[config.mk]
export PLATFORM = sky130hd
export DESIGN_NAME = module_arbitro_uart_tx_flat
export DESIGN_NICKNAME = d
export VERILOG_FILES = /design/src/rtl/module_arbitro_uart_tx_if.sv /design/src/rtl/module_arbitro_uart_tx.sv /design/src/flat_wrapper.sv
export SDC_FILE = /design/constraint.sdc
export NUM_CORES = 1
export LEC_CHECK = 0
export BUFFER_PORTS_ARGS = -buffer_cell sky130_fd_sc_hd__buf_4
export CAP_MARGIN = 30
export CORE_ASPECT_RATIO = 1.4
export CORE_MARGIN = 2
export CORE_UTILIZATION = 45
export CTS_BUF_LIST = sky130_fd_sc_hd__clkbuf_8
export DETAILED_ROUTE_END_ITERATION = 7
export MAX_ROUTING_LAYER = met4
export PLACE_DENSITY = 0.73
export SYNTH_ARGS = -nofsm -noshare
export SYNTH_HDL_FRONTEND = slang
export SYNTH_SLANG_ARGS = --single-unit
[constraint.sdc]
create_clock -name clk_i -period 1.85 [get_ports clk_i]
set_clock_uncertainty 0.05 [all_clocks]
set_input_delay 0.4625 -clock clk_i [delete_from_list [all_inputs] [get_ports clk_i]]
set_output_delay 0.4625 -clock clk_i [all_outputs]
set_load 0.02 [all_outputs]
[src/rtl/module_arbitro_uart_tx_if.sv]
// Requester and UART-core handshake bundle for the UART transmit arbiter.
// The slave modport is the arbiter's view; master is the environment driving it.
interface module_arbitro_uart_tx_if #(
   parameter int N_REQ = 3
);
   logic [N_REQ-1:0]   req_i;
   logic [8*N_REQ-1:0] data_i;
   logic [N_REQ-1:0]   ack_o;
   logic               err_o;
   logic [N_REQ-1:0]   grant_o;
   logic               tx_start_o;
   logic [7:0]         tx_data_o;
   logic               tx_busy_i;
   logic               tx_done_i;

   modport slave (
      input  req_i, data_i, tx_busy_i, tx_done_i,
      output ack_o, err_o, grant_o, tx_start_o, tx_data_o
   );

   modport master (
      output req_i, data_i, tx_busy_i, tx_done_i,
      input  ack_o, err_o, grant_o, tx_start_o, tx_data_o
   );
endinterface

[src/rtl/module_arbitro_uart_tx.sv]
// Round-robin arbiter sharing one UART transmit engine among N_REQ byte requesters,
// with a per-requester acknowledge and a tx_start-to-tx_done watchdog.
module module_arbitro_uart_tx #(
   parameter int N_REQ       = 3,
   parameter int TIMEOUT_CYC = 2000
) (
   input  logic                    clk_i,
   input  logic                    rst_i,
   module_arbitro_uart_tx_if.slave bus
);
   localparam int LW = $clog2(N_REQ);
   localparam int TW = $clog2(TIMEOUT_CYC + 1);
   localparam logic [TW-1:0] TIMER_LAST = TW'(TIMEOUT_CYC - 1);
   localparam logic [TW-1:0] TIMER_ONE  = TW'(1);
   localparam logic [LW-1:0] LAST_RST   = LW'(N_REQ - 1);

   typedef enum logic [2:0] {
      S_IDLE  = 3'd0,
      S_START = 3'd1,
      S_WAIT  = 3'd2,
      S_ACK   = 3'd3,
      S_ABORT = 3'd4
   } state_t;

   state_t           state_q, state_d;
   logic [N_REQ-1:0] grant_q, grant_d;
   logic [N_REQ-1:0] ack_q, ack_d;
   logic [7:0]       data_q, data_d;
   logic             start_q, start_d;
   logic             err_q, err_d;
   logic [TW-1:0]    timer_q, timer_d;
   logic [LW-1:0]    last_q, last_d;
   logic [LW-1:0]    owner_q, owner_d;

   logic             hi_found_s, lo_found_s, win_found_s;
   logic [LW-1:0]    hi_idx_s, lo_idx_s, win_idx_s;
   logic [N_REQ-1:0] win_onehot_s;
   logic [7:0]       win_byte_s;

   // Round-robin scan: lowest requester above last grant, else lowest overall (wrap).
   always_comb begin
      hi_found_s = 1'b0;
      lo_found_s = 1'b0;
      hi_idx_s   = {LW{1'b0}};
      lo_idx_s   = {LW{1'b0}};
      for (int k = N_REQ - 1; k >= 0; k--) begin
         lo_found_s = lo_found_s | bus.req_i[k];
         lo_idx_s   = bus.req_i[k] ? LW'(k) : lo_idx_s;
         hi_found_s = hi_found_s | (bus.req_i[k] & (LW'(k) > last_q));
         hi_idx_s   = (bus.req_i[k] && (LW'(k) > last_q)) ? LW'(k) : hi_idx_s;
      end
      win_found_s = lo_found_s;
      win_idx_s   = hi_found_s ? hi_idx_s : lo_idx_s;
   end

   // Decode the winner index into a one-hot grant and select its byte.
   always_comb begin
      win_onehot_s = {N_REQ{1'b0}};
      win_byte_s   = 8'h00;
      for (int k = 0; k < N_REQ; k++) begin
         win_onehot_s[k] = (win_idx_s == LW'(k));
         win_byte_s      = (win_idx_s == LW'(k)) ? bus.data_i[8*k +: 8] : win_byte_s;
      end
   end

   // Next-state and next-output logic; pulses default low every cycle.
   always_comb begin
      state_d = state_q;
      grant_d = grant_q;
      data_d  = data_q;
      timer_d = timer_q;
      last_d  = last_q;
      owner_d = owner_q;
      ack_d   = {N_REQ{1'b0}};
      err_d   = 1'b0;
      start_d = 1'b0;
      case (state_q)
         S_IDLE: begin
            if (win_found_s && !bus.tx_busy_i) begin
               grant_d = win_onehot_s;
               data_d  = win_byte_s;
               owner_d = win_idx_s;
               start_d = 1'b1;
               state_d = S_START;
            end else begin
               state_d = S_IDLE;
            end
         end
         S_START: begin
            timer_d = {TW{1'b0}};
            state_d = S_WAIT;
         end
         S_WAIT: begin
            // A completing frame wins over a watchdog expiry on the same edge.
            if (bus.tx_done_i) begin
               ack_d   = grant_q;
               state_d = S_ACK;
            end else if (timer_q == TIMER_LAST) begin
               ack_d   = grant_q;
               err_d   = 1'b1;
               state_d = S_ABORT;
            end else begin
               timer_d = timer_q + TIMER_ONE;
            end
         end
         S_ACK, S_ABORT: begin
            last_d  = owner_q;
            grant_d = {N_REQ{1'b0}};
            state_d = S_IDLE;
         end
         default: begin
            grant_d = {N_REQ{1'b0}};
            state_d = S_IDLE;
         end
      endcase
   end

   // State and output registers; reset drops any transfer in flight without an ack.
   always_ff @(posedge clk_i or negedge rst_i) begin
      if (!rst_i) begin
         state_q <= S_IDLE;
         grant_q <= {N_REQ{1'b0}};
         ack_q   <= {N_REQ{1'b0}};
         data_q  <= 8'h00;
         start_q <= 1'b0;
         err_q   <= 1'b0;
         timer_q <= {TW{1'b0}};
         last_q  <= LAST_RST;
         owner_q <= {LW{1'b0}};
      end else begin
         state_q <= state_d;
         grant_q <= grant_d;
         ack_q   <= ack_d;
         data_q  <= data_d;
         start_q <= start_d;
         err_q   <= err_d;
         timer_q <= timer_d;
         last_q  <= last_d;
         owner_q <= owner_d;
      end
   end

   assign bus.grant_o    = grant_q;
   assign bus.ack_o      = ack_q;
   assign bus.err_o      = err_q;
   assign bus.tx_start_o = start_q;
   assign bus.tx_data_o  = data_q;

endmodule
[src/flat_wrapper.sv]
// flat-port wrapper written by rule: the top's interface ports become plain ports
module module_arbitro_uart_tx_flat 
#(
   parameter int N_REQ       = 3,
   parameter int TIMEOUT_CYC = 2000
)
  (clk_i, rst_i, bus_req_i, bus_data_i, bus_tx_busy_i, bus_tx_done_i, bus_ack_o, bus_err_o, bus_grant_o, bus_tx_start_o, bus_tx_data_o);
  module_arbitro_uart_tx_if #(.N_REQ(N_REQ)) bus_i ();
  input  logic clk_i;
  input  logic rst_i;
  input wire logic [$bits(bus_i.req_i)-1:0] bus_req_i;
  input wire logic [$bits(bus_i.data_i)-1:0] bus_data_i;
  input wire logic [$bits(bus_i.tx_busy_i)-1:0] bus_tx_busy_i;
  input wire logic [$bits(bus_i.tx_done_i)-1:0] bus_tx_done_i;
  output wire logic [$bits(bus_i.ack_o)-1:0] bus_ack_o;
  output wire logic [$bits(bus_i.err_o)-1:0] bus_err_o;
  output wire logic [$bits(bus_i.grant_o)-1:0] bus_grant_o;
  output wire logic [$bits(bus_i.tx_start_o)-1:0] bus_tx_start_o;
  output wire logic [$bits(bus_i.tx_data_o)-1:0] bus_tx_data_o;
  assign bus_i.req_i = bus_req_i;
  assign bus_i.data_i = bus_data_i;
  assign bus_i.tx_busy_i = bus_tx_busy_i;
  assign bus_i.tx_done_i = bus_tx_done_i;
  assign bus_ack_o = bus_i.ack_o;
  assign bus_err_o = bus_i.err_o;
  assign bus_grant_o = bus_i.grant_o;
  assign bus_tx_start_o = bus_i.tx_start_o;
  assign bus_tx_data_o = bus_i.tx_data_o;
  module_arbitro_uart_tx #(.N_REQ(N_REQ), .TIMEOUT_CYC(TIMEOUT_CYC)) u_core (.clk_i(clk_i), .rst_i(rst_i), .bus(bus_i));
endmodule
Word level (Yosys, flattened, before mapping):

Cells that the tools add are included.
Widths: inputs -> output; s select.

* bits in registers: 34
* bits of input ports: 31
* output and inout bits: 16
* word-level logic and storage cells: 72

* add/subtract/negate cells: 1
* magnitude comparators: 3
* eq/ne operators: 11
* mux-type cells: 27
* bitwise operators: 8
* reduce and logical (&&, ||, !) cells: 13

Operator list (number)
* $mux 8: 3
* $mux 11: 2
* $pmux 11 s2: 1
* $mux 3: 6
* $mux 2: 7
* $add 11x1->11 const B: 1
* $eq 11x11->1 const B: 1
* $pmux 3 s3: 1
* $eq 3x2->1 const B: 2
* $mux 1: 6
* $pmux 3 s2: 1
* $gt 1x2->1 const A: 2
* $logic_and 1x1->1: 4
* $ne 2x2->1 const B: 2
* $or 1x1->1: 4
* $reduce_and 2->1: 2
* $reduce_or 2->1: 2
* $and 1x1->1: 3
* $eq 3x1->1 const B: 1
* $eq 3x3->1 const B: 1
* $logic_not 3->1: 1
* $ne 3x2->1 const B: 1
* $reduce_and 3->1: 1
* $eq 2x1->1 const B: 1
* 7 further kinds: 7

Logic depth before layout (Yosys ltp):

* word-level depth: 10
* gate-level depth with buffers: 7
* depth with buffers taken out: 5

Least setup slack after synthesis:

OpenSTA, ideal clock, no wires.

* path kind: flip-flop to flip-flop
* start: register u_core.state_q[0]
* end: register u_core.timer_q[9]
* data arrival time: 1.682 ns
* data required time: 1.651 ns
* setup slack: -0.031 ns
* stages on the path, launching flop included: 7
* path buffers: 2
* period minus slack after synthesis: 1.881 ns
* cells stage by stage: dfrtp_1 buf_6 or4b_4 buf_6 nor4_1 xnor2_1 nor2_1

* cells in the longest elaborated chain, start to end: 3
* elaborated cells on any way between the ends: 7

RTL lines
* from (decl): RTL line module_arbitro_uart_tx.sv:25 `state_t state_q, state_d;`
* from (signal assigned): RTL line module_arbitro_uart_tx.sv:131 `state_q <= state_d;`
* $eq 3x2->1 or $eq 3x1->1 (tied branches): RTL line module_arbitro_uart_tx.sv:77 `case (state_q)`
* $ne 2x2->1 (no line) or $reduce_bool 2->1 (tied branches)
* $reduce_and 3->1 (no line)
* to (signal assigned): RTL line module_arbitro_uart_tx.sv:127 `timer_q <= {TW{1'b0}};`
* to (signal assigned): RTL line module_arbitro_uart_tx.sv:137 `timer_q <= timer_d;`
* to (decl): RTL line module_arbitro_uart_tx.sv:31 `logic [TW-1:0] timer_q, timer_d;`

Parallel ways exist; a longest one is shown, timed or not.
A chain may end at the register's enable or synchronous reset.

Worst setup path after layout:

* start: register u_core.timer_q[0]
* end: register u_core.timer_q[1]

* cells in the longest elaborated chain, start to end: 4
* elaborated cells on any way between the ends: 7

RTL lines
* $add 11x1->11: RTL line module_arbitro_uart_tx.sv:103 `timer_d = timer_q + TIMER_ONE;`
* $mux 11: RTL line module_arbitro_uart_tx.sv:98 `end else if (timer_q == TIMER_LAST) begin`
* $mux 11: RTL line module_arbitro_uart_tx.sv:95 `if (bus.tx_done_i) begin`
* $pmux 11 s2: RTL line module_arbitro_uart_tx.sv:77

Parallel ways exist; a longest one is shown, timed or not. The select of a mux whose other input is x is not followed.

==> out/results.ini <==
[sta]
hold_slack_ns = 0.0661
setup_ws_ns = 0.0649
period_needed_ns = 1.79
max_slew_margin_pct = 69.3
period_share_pct = 96.5
drv_slew = 0
hold_viol = 0
tightestPinTransition_ns = 0.456
setup_viol = 0
max_freq_ghz = 0.560

[clock_tree]
cts.clk_slew.worst_paths_ns = 0.07
cts_tree = yes
ctsHoldBuffers = 0
clock_path_buffers = 2
h-tree-depth = 2
ctsResizeCount = 0
numCtsBuffers = 5
root_buffer = clkbuf_8
postCtsSetupBuffers = 0
clock-sinks = 34
insertion_delay_ns = 0.28

[floorplan]
core_um2 = 3710
die-width_um = 56.9
die_y_um = 78.1
rows = 26
die_area_um2 = 4440
start_util_pct = 47.5
io_pins = 47

[routing]
detail_route.vias_per_cell = 5.43
via_count = 1587
drt-initial-drc-count = 53
dr.pass1.iters = 4
totalWireLength_um = 3850
drt-wirelength-per-cell_um = 13.2
drcViolationCount = 0
antenna_left = 0

[logic_synthesis]
synth-seq-area-share_pct = 48.3
synthCells = 188
synth_cell_types = 42
synth_fp_nets = 220
synth_area_um2 = 1760
synth_flop_cell = dfrtp_1
async_reset_ff_share_pct = 100
synth.avg_cell_area_um2 = 9.38
synth-edff-count = 0
ys_warn_count = 0
ys_ff_latch = 34

[setup_path]
worst-setup-path-type = flip-flop to flip-flop
crit_required_ns = 2.01
cp-end-kind = flip-flop
worst-path-max-fanout = 5
crit_path_start_kind = flip-flop
arrival_ns = 1.95

[place]
pre_cts_slack_ns = -0.0227
gp_congestion = 0.856
portBuffers = 46
dp_hpwl_um = 2960
dpl.cell_count = 284

[finish]
fin_cells = 292
multi_input_area_um2 = 843
drive_gt1_share_pct = 31.2
syn_to_final_growth_pct = 33.9
nets = 281
diodes = 0
final_cell_mix = 63 x buf_4, 33 x dfrtp_1, 31 x nand2_1
seq_area_um2 = 852
mostFrequentLayoutCell = buf_4
n_fill_cell = 333

[global_route]
antenna_found_initial = 0
grt_start_max_net_pins = 35
grt_pass1_vias = 1581
grt_use_total_pct = 19.4
grt_pass1_wl_um = 6690
grt-ovfl-total = 0

[power_and_ir_drop]
p_leak_uw = 0.00112
pwr_density_cell_nw_per_um2 = 1290
ir_drop_mv = 0.861

[worst_hold_path]
hold_path_class = primary input to asynchronous set/reset pin

[job]
drv_cap = 0

[status]
status = completed

registers in the layout, summed over array words and instances (netlist names):
register and flops:
u_core.bus.ack_o 3, u_core.bus.err_o 1, u_core.bus.grant_o 3, u_core.bus.tx_data_o 8, u_core.bus.tx_start_o 1, u_core.last_q 2, u_core.owner_q 2, u_core.state_q 3
u_core.timer_q 11
power by group:
group	leakage [uW]	switching [uW]	total [uW]	internal, uW
clock network	0.0000575	249	624	375
logic	0.000619	706	1300	598
registers	0.000446	158	1120	960
total	0.00112	1110	3050	1930
cell type report:
type	instances	area share, %
Inverter	8	1.27
Sequential cell	34	36.1
Clock buffer	8	4.66
Multi-Input combinational cell	137	35.7
Timing Repair Buffer	63	20.0
Tap cell	42	2.23
path summary, 6_finish.rpt:
| check | start | endpoint | slack, ns | cells past startpoint |
|---|---|---|---|---|
| max reg2reg | u_core.timer_q[0]$_DFFE_PN0P_ | u_core.timer_q[1]$_DFFE_PN0P_ | 0.06 | 5 |
| max in group asynchronous | rst_i | u_core.last_q[1]$_DFFE_PN1P_ | 1.35 | 1 |
| min reg2reg | u_core.bus.tx_data_o[1]$_DFFE_PN0P_ | u_core.bus.tx_data_o[1]$_DFFE_PN0P_ | 0.44 | 2 |
| min | rst_i | u_core.timer_q[3]$_DFFE_PN0P_ | 0.07 | 1 |
| min in group clk_i | bus_data_i[17] | u_core.bus.tx_data_o[1]$_DFFE_PN0P_ | 0.38 | 3 |
| max | u_core.timer_q[0]$_DFFE_PN0P_ | u_core.timer_q[1]$_DFFE_PN0P_ | 0.06 | 5 |
cells by family after synthesis:
logic type / Yosys count / synth area share (%)
compound gates: 41 / 16.5
xor+xnor: 5 / 2.48
fa+ha+maj: 1 / 0.710
buf+inv: 17 / 4.61
flops: 34 / 48.3
mux: 8 / 4.61
simple gates: 82 / 22.7
metrics by stage:
stage	cell area, um2	util (%)	setup TNS [ns]	power [uW]
CTS	2350	63.5	0	3090
floorplan	1760	-	-0.0612	1940
detailed placement	2240	60.5	-0.0589	2450
global route	2360	63.7	-0.0374	3260
global placement	2240	60.5	0	2420
finish	2360	63.7	0	3050
synthesized netlist by cell type (2+ instances only):
master / instances / area (um2)
clkbuf_1: 5 / 18.8
nand4_1: 2 / 12.5
buf_6: 2 / 22.5
nor3_1: 2 / 10.0
mux2i_1: 7 / 70.1
buf_2: 2 / 10.0
nor4_1: 4 / 25.0
nor3b_1: 2 / 15.0
nor2_1: 16 / 60.1
dfrtp_1: 33 / 826
a21oi_1: 8 / 40.0
nand2b_1: 2 / 12.5
a22o_1: 5 / 43.8
nor2b_1: 3 / 18.8
a22oi_1: 2 / 15.0
inv_1: 8 / 30.0
o211ai_1: 7 / 52.6
or4_1: 2 / 15.0
nand3_1: 11 / 55.1
a31oi_1: 2 / 12.5
xnor2_1: 5 / 43.8
o21ai_0: 8 / 40.0
nand2_1: 31 / 116
worst max-delay path: stages (launching register included):
cell and delay, ns:
dfrtp_1 0.41, ha_1 0.19, nand3_1 0.17, or4_1 0.50
a21oi_1 0.24, a22o_1 0.16
metal layers:
| metal | track usage [%] | vias up | part of all wire, % |
|---|---|---|---|
| li1 | - | 795 | - |
| met1 | 22.2 | 736 | 42 |
| met2 | 31.3 | 50 | 50 |
| met3 | 5.60 | 6 | 6.4 |
| met4 | 9.07 | 0 | 1.7 |
| met5 | - | - | 0 |
Note: power is estimated with default switching activity, not from simulation.
